**src/rtl/mem_pkg.sv**
```systemverilog
// Shared opcodes, FSM encoding and sizing
// for the data-memory load/store unit.
package mem_pkg;

  localparam logic [5:0] OP_LB  = 6'b100000;
  localparam logic [5:0] OP_LH  = 6'b100001;
  localparam logic [5:0] OP_LW  = 6'b100011;
  localparam logic [5:0] OP_LBU = 6'b100100;
  localparam logic [5:0] OP_LHU = 6'b100101;
  localparam logic [5:0] OP_SB  = 6'b101000;
  localparam logic [5:0] OP_SH  = 6'b101001;
  localparam logic [5:0] OP_SW  = 6'b101011;

  localparam int MEM_WORDS_DEF = 1000;

  typedef enum logic [2:0] {
    ST_IDLE = 3'd0,
    ST_RD   = 3'd1,
    ST_CAP  = 3'd2,
    ST_WR   = 3'd3,
    ST_DONE = 3'd4
  } state_t;

  function automatic logic op_is_load(
    input logic [5:0] op
  );
    return (op == OP_LB)  || (op == OP_LH) ||
           (op == OP_LW)  || (op == OP_LBU) ||
           (op == OP_LHU);
  endfunction

  function automatic logic op_is_store(
    input logic [5:0] op
  );
    return (op == OP_SB) || (op == OP_SH) ||
           (op == OP_SW);
  endfunction

endpackage

```
**src/rtl/mem_access_unit_if.sv**
```systemverilog
// Request/response handshake between the
// datapath and the load/store unit.
interface mem_access_unit_if;

  logic        req_valid;
  logic        req_ready;
  logic [5:0]  req_op;
  logic [31:0] req_addr;
  logic [31:0] req_wdata;
  logic        resp_valid;
  logic [31:0] resp_rdata;
  logic        resp_err;

  modport master (
    output req_valid,
    output req_op,
    output req_addr,
    output req_wdata,
    input  req_ready,
    input  resp_valid,
    input  resp_rdata,
    input  resp_err
  );

  modport slave (
    input  req_valid,
    input  req_op,
    input  req_addr,
    input  req_wdata,
    output req_ready,
    output resp_valid,
    output resp_rdata,
    output resp_err
  );

endinterface

```
**src/rtl/mem_access_unit_byte_lane_align.sv**
```systemverilog
// Big-endian lane extract/extend for loads,
// lane merge for sub-word stores, misalign detect.
module byte_lane_align
  import mem_pkg::*;
(
  input  logic [5:0]  op,
  input  logic [1:0]  addr,
  input  logic [31:0] rword,
  input  logic [31:0] wdata,
  output logic [31:0] ldata,
  output logic [31:0] mword,
  output logic        misalign
);

  logic [4:0]  bsh;
  logic [4:0]  hsh;
  logic [7:0]  b;
  logic [15:0] h;

  // byte 0 sits in the top lane, so shift by 8*(3-addr)
  always_comb begin
    bsh = {~addr, 3'b000};
    hsh = {~addr[1], 4'b0000};
    b   = 8'(rword >> bsh);
    h   = 16'(rword >> hsh);
  end

  always_comb begin
    ldata    = '0;
    mword    = rword;
    misalign = 1'b0;
    unique case (1'b1)
      op == OP_LB:
        ldata = {{24{b[7]}}, b};
      op == OP_LBU:
        ldata = {24'b0, b};
      op == OP_LH: begin
        ldata    = {{16{h[15]}}, h};
        misalign = addr[0];
      end
      op == OP_LHU: begin
        ldata    = {16'b0, h};
        misalign = addr[0];
      end
      op == OP_LW: begin
        ldata    = rword;
        misalign = |addr;
      end
      op == OP_SB:
        mword = (rword & ~(32'h0000_00FF << bsh))
              | (32'(wdata[7:0]) << bsh);
      op == OP_SH: begin
        mword = (rword & ~(32'h0000_FFFF << hsh))
              | (32'(wdata[15:0]) << hsh);
        misalign = addr[0];
      end
      op == OP_SW: begin
        mword    = wdata;
        misalign = |addr;
      end
      default: ;
    endcase
  end

endmodule

```
**src/rtl/mem_access_unit.sv**
```systemverilog
// Load/store initiator: one request per handshake,
// read-modify-write for sub-word stores.
module mem_access_unit
  import mem_pkg::*;
#(
  parameter int MEM_WORDS = MEM_WORDS_DEF
) (
  input  logic              Clk,
  input  logic              Reset,
  mem_access_unit_if.slave  bus,
  output logic [31:0]       Address,
  output logic [31:0]       Write_data,
  output logic              Mem_read,
  output logic              Mem_write,
  input  logic [31:0]       Read_data
);

  state_t      state;
  logic [5:0]  op_q;
  logic [31:0] addr_q;
  logic [31:0] wdata_q;

  logic        idle;
  logic [5:0]  al_op;
  logic [1:0]  al_addr;
  logic [31:0] al_wdata;
  logic [31:0] ldata;
  logic [31:0] mword;
  logic        misalign;
  logic        known;
  logic        range_err;
  logic        req_err;

  assign idle          = (state == ST_IDLE);
  assign bus.req_ready = idle;

  // In IDLE the aligner vets the live request;
  // afterwards it works on the latched copy.
  always_comb begin
    al_op     = idle ? bus.req_op : op_q;
    al_addr   = idle ? bus.req_addr[1:0]
                     : addr_q[1:0];
    al_wdata  = wdata_q;
    known     = op_is_load(bus.req_op) ||
                op_is_store(bus.req_op);
    range_err = {2'b00, bus.req_addr[31:2]}
                >= 32'(MEM_WORDS);
    req_err   = !known || misalign || range_err;
  end

  byte_lane_align u_align (
    .op       (al_op),
    .addr     (al_addr),
    .rword    (Read_data),
    .wdata    (al_wdata),
    .ldata    (ldata),
    .mword    (mword),
    .misalign (misalign)
  );

  always_ff @(posedge Clk) begin
    if (Reset) begin
      state          <= ST_IDLE;
      op_q           <= '0;
      addr_q         <= '0;
      wdata_q        <= '0;
      bus.resp_valid <= 1'b0;
      bus.resp_err   <= 1'b0;
      bus.resp_rdata <= '0;
      Mem_read       <= 1'b0;
      Mem_write      <= 1'b0;
      Address        <= '0;
      Write_data     <= '0;
    end else begin
      bus.resp_valid <= 1'b0;
      bus.resp_err   <= 1'b0;
      Mem_read       <= 1'b0;
      Mem_write      <= 1'b0;
      Address        <= '0;
      Write_data     <= '0;
      unique case (state)
        ST_IDLE: begin
          if (bus.req_valid) begin
            op_q    <= bus.req_op;
            addr_q  <= bus.req_addr;
            wdata_q <= bus.req_wdata;
            if (req_err) begin
              state          <= ST_DONE;
              bus.resp_valid <= 1'b1;
              bus.resp_err   <= 1'b1;
            end else if (bus.req_op == OP_SW) begin
              state      <= ST_WR;
              Mem_write  <= 1'b1;
              Address    <= {2'b00, bus.req_addr[31:2]};
              Write_data <= bus.req_wdata;
            end else begin
              state    <= ST_RD;
              Mem_read <= 1'b1;
              Address  <= {2'b00, bus.req_addr[31:2]};
            end
          end
        end
        ST_RD: begin
          state <= ST_CAP;
        end
        ST_CAP: begin
          if (op_is_load(op_q)) begin
            state          <= ST_DONE;
            bus.resp_rdata <= ldata;
            bus.resp_valid <= 1'b1;
          end else begin
            state      <= ST_WR;
            Mem_write  <= 1'b1;
            Address    <= {2'b00, addr_q[31:2]};
            Write_data <= mword;
          end
        end
        ST_WR: begin
          state          <= ST_DONE;
          bus.resp_valid <= 1'b1;
        end
        ST_DONE: begin
          state <= ST_IDLE;
        end
        default: begin
          state <= ST_IDLE;
        end
      endcase
    end
  end

endmodule

```
**src/flat_wrapper.sv**
```systemverilog
// flat-port wrapper written by rule: the top's interface ports become plain ports
module mem_access_unit_flat import mem_pkg::*;
#(
  parameter int MEM_WORDS = MEM_WORDS_DEF
)
  (Clk, Reset, Address, Write_data, Mem_read, Mem_write, Read_data, bus_req_valid, bus_req_op, bus_req_addr, bus_req_wdata, bus_req_ready, bus_resp_valid, bus_resp_rdata, bus_resp_err);
  mem_access_unit_if bus_i ();
  input  logic Clk;
  input  logic Reset;
  output logic [31:0] Address;
  output logic [31:0] Write_data;
  output logic Mem_read;
  output logic Mem_write;
  input  logic [31:0] Read_data;
  input wire logic [$bits(bus_i.req_valid)-1:0] bus_req_valid;
  input wire logic [$bits(bus_i.req_op)-1:0] bus_req_op;
  input wire logic [$bits(bus_i.req_addr)-1:0] bus_req_addr;
  input wire logic [$bits(bus_i.req_wdata)-1:0] bus_req_wdata;
  output wire logic [$bits(bus_i.req_ready)-1:0] bus_req_ready;
  output wire logic [$bits(bus_i.resp_valid)-1:0] bus_resp_valid;
  output wire logic [$bits(bus_i.resp_rdata)-1:0] bus_resp_rdata;
  output wire logic [$bits(bus_i.resp_err)-1:0] bus_resp_err;
  assign bus_i.req_valid = bus_req_valid;
  assign bus_i.req_op = bus_req_op;
  assign bus_i.req_addr = bus_req_addr;
  assign bus_i.req_wdata = bus_req_wdata;
  assign bus_req_ready = bus_i.req_ready;
  assign bus_resp_valid = bus_i.resp_valid;
  assign bus_resp_rdata = bus_i.resp_rdata;
  assign bus_resp_err = bus_i.resp_err;
  mem_access_unit #(.MEM_WORDS(MEM_WORDS)) u_core (.Clk(Clk), .Reset(Reset), .bus(bus_i), .Address(Address), .Write_data(Write_data), .Mem_read(Mem_read), .Mem_write(Mem_write), .Read_data(Read_data));
endmodule
```
**config.mk**
```make
export PLATFORM = sky130hd
export DESIGN_NAME = mem_access_unit_flat
export DESIGN_NICKNAME = d
export VERILOG_FILES = /design/src/rtl/mem_pkg.sv /design/src/rtl/mem_access_unit_if.sv /design/src/rtl/mem_access_unit_byte_lane_align.sv /design/src/rtl/mem_access_unit.sv /design/src/flat_wrapper.sv
export SDC_FILE = /design/constraint.sdc
export NUM_CORES = 1
export LEC_CHECK = 0
export BUFFER_PORTS_ARGS = -buffer_cell sky130_fd_sc_hd__buf_2
export CAP_MARGIN = 20
export CORE_ASPECT_RATIO = 0.9
export CORE_MARGIN = 4
export CORE_UTILIZATION = 54
export DETAILED_ROUTE_END_ITERATION = 10
export PLACE_DENSITY = 0.89
export SYNTH_ARGS = -nofsm -noshare
export SYNTH_HDL_FRONTEND = slang
export SYNTH_HIERARCHICAL = 1
export SYNTH_SLANG_ARGS = --single-unit
```
**constraint.sdc**
```tcl
create_clock -name Clk -period 3.6 [get_ports Clk]
set_input_delay 0.18 -clock Clk [delete_from_list [all_inputs] [get_ports Clk]]
set_output_delay 0.18 -clock Clk [all_outputs]
set_load 0.01 [all_outputs]
```
==> metrics.log <==
[metrics] share of layout cells above drive strength 1: 0.253
[metrics] initial antenna violation count: 1
[metrics] pin count of the biggest net entering global routing: 105
[metrics] number of H-tree levels: 4
[metrics] Lkg Pwr: 4.35 nW
[metrics] kind of launch point of the worst setup path: flop
[metrics] Row Count: 42
[metrics] warnings from Yosys: 6
[metrics] post-synth cell types: 60
[metrics] prevailing post-synth register cell: sky130_fd_sc_hd__dfxtp_1
[metrics] setup violators final: 0
[metrics] post-cts sizing count: 0
[metrics] kind of cell adding the most delay to the critical path: simple AND/OR/NAND/NOR gates
[metrics] number of I/O pins: 206
[metrics] Setup Crit Path Kind: flop to flop
[metrics] Register-to-Register Setup Slack: 0.33 ns
[metrics] reg-to-reg critical path endpoint: u_core/Write_data[13]
[metrics] clock network power share: 0.411
[metrics] critical path startpoint: u_core/state[2]
[metrics] outcome: complete, no violations
[metrics] final cell count without fillers: 1,382
[metrics] Setup WS post-layout: 0.325 ns
[metrics] total negative setup slack: 0 ns
[metrics] Setup WS pre-CTS: 0.435 ns
[metrics] net switching component of the power: 1.14 mW
[metrics] Placeable Area: 14,800 sq um
[metrics] number of synthesized flops with an enable pin: 0
[metrics] number of iterations in the first detailed-routing pass: 8
[metrics] Crit Path Max Fanout: 34
[metrics] Final Cycle Share: 0.910
[metrics] max-capacitance violation count: 0
[metrics] achievable clock frequency: 0.305 GHz
[metrics] M1 WL: 10.4 mm
[metrics] clk sinks: 171
[metrics] maximum ir drop on the vdd rail: 424 uV
[metrics] Via density: 6.24
[metrics] clock tree from TritonCTS: built
[metrics] largest incremental delay on the critical path: 0.49 ns
[metrics] die area: 17,200 sq um
[metrics] max-slew violations: 0
[metrics] capture endpoint of the worst hold path: u_core/al_wdata[11]
[metrics] number of flip-flops and latches in the synthesized netlist: 171
[metrics] remaining max-slew budget at the tightest pin: 0.265
[metrics] # port buffers: 203
[metrics] share of the yosys chip area belonging to registers: 0.419
[metrics] Synth top cells by count: sky130_fd_sc_hd__nand2_1, sky130_fd_sc_hd__dfxtp_1, sky130_fd_sc_hd__a21oi_1
[metrics] Power Internal: 3.12 mW
[metrics] critical path endpoint category: flop
[metrics] Worst Reg2Reg Path Length in Cells: 12
[metrics] switching part of the total: 0.268
[metrics] worst r2r src: u_core/state[2]
[metrics] total clock buffers created by CTS: 17
[metrics] global-route wire length before repair: 42.8 mm
[metrics] aggregate global routing overflow: 0
[metrics] fraction of synthesis flops using an asynchronous set or reset pin: 0
[metrics] CP bufs+invs: 2
[metrics] Max Clock Skew: 0.00791 ns
[metrics] DIE WIDTH: 138 microns
[metrics] total power of the final layout: 4.26 mW
[metrics] cell area after synthesis: 8160 sq um
[metrics] length of routed met3 wiring: 2.99 mm
[metrics] amount of wire on met2 after detailed routing: 12.8 mm
[metrics] Ant. Diodes: 0
[metrics] top routing layer used: met5
[metrics] clock transition at the registers of the reported paths: 0.07 ns
[metrics] vias in the first global route: 8,076
[metrics] Skew-Pair Late Insertion Delay: 0.43 ns
[metrics] count of buffers added by post-CTS timing repair for setup: 0
[metrics] final worst path period need: 3.27 ns
[metrics] number of hold violations in the final report: 0
[metrics] average wire length per cell after detail routing: 19.9 microns
[metrics] initial drt markers: 1,230
[metrics] Clock Tree Root: sky130_fd_sc_hd__clkbuf_16
[metrics] combinational fraction of design power: 0.123
[metrics] synthesized area per cell: 8.25 sq um
[metrics] Initial Util: 0.553
[metrics] required time reported for the critical path endpoint: 3.95 ns
[metrics] ordered list of cells on the worst path: nor3_1 -> buf_4 -> mux2_2 -> nand2b_1 -> a21oi_1 -> o21ai_0 -> nand2_1 -> nor3_1 -> and4_1 -> buf_4 -> nand4_1 -> a21oi_1
[metrics] Hold Path Origin: bus_req_wdata[11]
[metrics] remaining number of nets flagged by the antenna check after routing: 0
[metrics] estimated wirelength of the detail-placed design: 18.3 mm
[metrics] Worst-Margin Slew: 1.10 ns
[metrics] cell taking the most area after synthesis: sky130_fd_sc_hd__dfxtp_1
[metrics] number of buffers inserted for hold repair after clock tree synthesis: 21
[metrics] share of the synthesized area in the top cell type: 0.419
[metrics] worst hold stages: 3
[metrics] cell types with the largest area share after synthesis: sky130_fd_sc_hd__dfxtp_1, sky130_fd_sc_hd__nand2_1, sky130_fd_sc_hd__a21oi_1
[metrics] sequential share of power: 0.466
[metrics] net count reported at finish: 1,276
[metrics] via count: 8,617
[metrics] pwr dens: 422 nW/um^2
[metrics] CP arrival: 3.62 ns
[metrics] placed cell count: 1,323
[metrics] Routed Wire Length: 27.5 mm
[metrics] weighted congestion reported at the end of routability-driven placement: 0.974
[metrics] Tot GR Track Use: 0.314
[metrics] most common cell in the netlist: sky130_fd_sc_hd__nand2_1
[metrics] floorplan die height: 125 microns
[metrics] worst-path cell with the longest stage delay: sky130_fd_sc_hd__mux2_2
[metrics] hold crit path type: input port to flop
[metrics] total DRC errors in the routed layout: 0
[metrics] Clock Path Buffers: 2
[metrics] RSZ-0062 raised after global routing: no
[metrics] area delta synth->final: 23.6%
[metrics] cell count after synthesis: 989
-- area by class of cell --
| type | instances | area (sq um) |
|---|---|---|
| clock inverters | 12 | 114 |
| repair buffers | 250 | 1490 |
| multi-input cells | 695 | 4230 |
| flip-flops and latches | 171 | 3420 |
| well taps | 198 | 248 |
| fillers | 1191 | 4680 |
| inverters | 36 | 135 |
| clock buffers | 20 | 447 |
-- per-stage QoR --
| stage | util | instance area (sq um) | hold WS [ns] |
|---|---|---|---|
| 3_5_place_dp | 0.623 | 9210 | 0.428 |
| 4_1_cts | 0.676 | 9980 | 0.000125 |
| 5_1_grt | 0.683 | 10100 | 0.00316 |
| 2_1_floorplan | - | 8170 | 0.306 |
| 3_3_place_gp | 0.623 | 9210 | 0.429 |
| 6_report | 0.683 | 10100 | 0.0145 |
-- flip-flops by register name (all words and copies together), names as in the netlist --
| name | count |
|---|---|
| u_core/bus.resp_valid | 1 |
| u_core/al_wdata | 32 |
| u_core/addr_q | 32 |
| u_core/op_q | 6 |
| u_core/Mem_write | 1 |
| u_core/state | 3 |
| u_core/Mem_read | 1 |
| u_core/Address | 30 |
| u_core/bus.resp_err | 1 |
| u_core/Write_data | 32 |
| u_core/bus.resp_rdata | 32 |
-- placed cells by master, fill, tap and decap left out, drive strengths merged, types with 3 or more instances in the layout --
cell type,instances
dfxtp,171
nand2b,5
clkbuf,20
mux2i,35
a21o,17
nor4b,4
and4,4
nor3,11
a32oi,7
nand4,43
o211ai,3
mux4,8
or3b,3
o31ai,3
o21ai,5
buf,226
a22o,7
a22oi,15
clkinv,7
nand2,207
a21oi,110
nor2,43
a221o,13
a222oi,3
nor4,36
inv,39
dlygate4sd3,24
and2,23
o2111ai,3
mux2,21
nand3,39
-- layer usage --
layer	vias to the layer above	track usage
met2	598	0.497
met3	117	0.0856
met4	2	0.134
met5	-	0
met1	4030	0.399
li1	3870	-
-- power groups by stage --
stage               Clock, mW  Combinational, mW  Sequential, mW
floorplan                   0              0.308            2.01
global placement            0              0.460            2.02
detailed placement          0              0.471            2.02
CTS                      1.77              0.492            1.98
global route             1.86              0.562            1.99
finish                   1.75              0.525            1.98
-- logic make-up (layout without fill, tap and decap cells) --
group | count (synthesis) | count (layout) | synth area share
flip-flops | 171 | 171 | 0.419
AND/OR/NAND/NOR | 430 | 430 | 0.261
other | 1 | 2 | 0.000459
buffers and inverters | 124 | 318 | 0.0656
multiplexers | 64 | 64 | 0.0939
AO/OA/AOI/OAI | 199 | 199 | 0.160
-- worst register-to-register path, stage by stage (launching register included) --
cell and delay [ns]:
sky130_fd_sc_hd__dfxtp_1 0.39, sky130_fd_sc_hd__nor3_1 0.38, sky130_fd_sc_hd__buf_4 0.25, sky130_fd_sc_hd__mux2_2 0.49
sky130_fd_sc_hd__nand2b_1 0.25, sky130_fd_sc_hd__a21oi_1 0.07, sky130_fd_sc_hd__o21ai_0 0.14, sky130_fd_sc_hd__nand2_1 0.08
sky130_fd_sc_hd__nor3_1 0.12, sky130_fd_sc_hd__and4_1 0.28, sky130_fd_sc_hd__buf_4 0.37, sky130_fd_sc_hd__nand4_1 0.19
sky130_fd_sc_hd__a21oi_1 0.19
-- how the worst max path moves through the flow --
stage,end,slack [ns],cells past startpoint
final,u_core/Write_data[13],0.33,12
after CTS,u_core/Write_data[13],0.39,12
after floorplan,u_core/Address[3],0.39,15
after detailed placement,u_core/Write_data[20],0.43,10
after global placement,u_core/Write_data[3],0.65,12
after global routing,u_core/Write_data[4],0.12,12
Power figures use the tool's default switching activity.
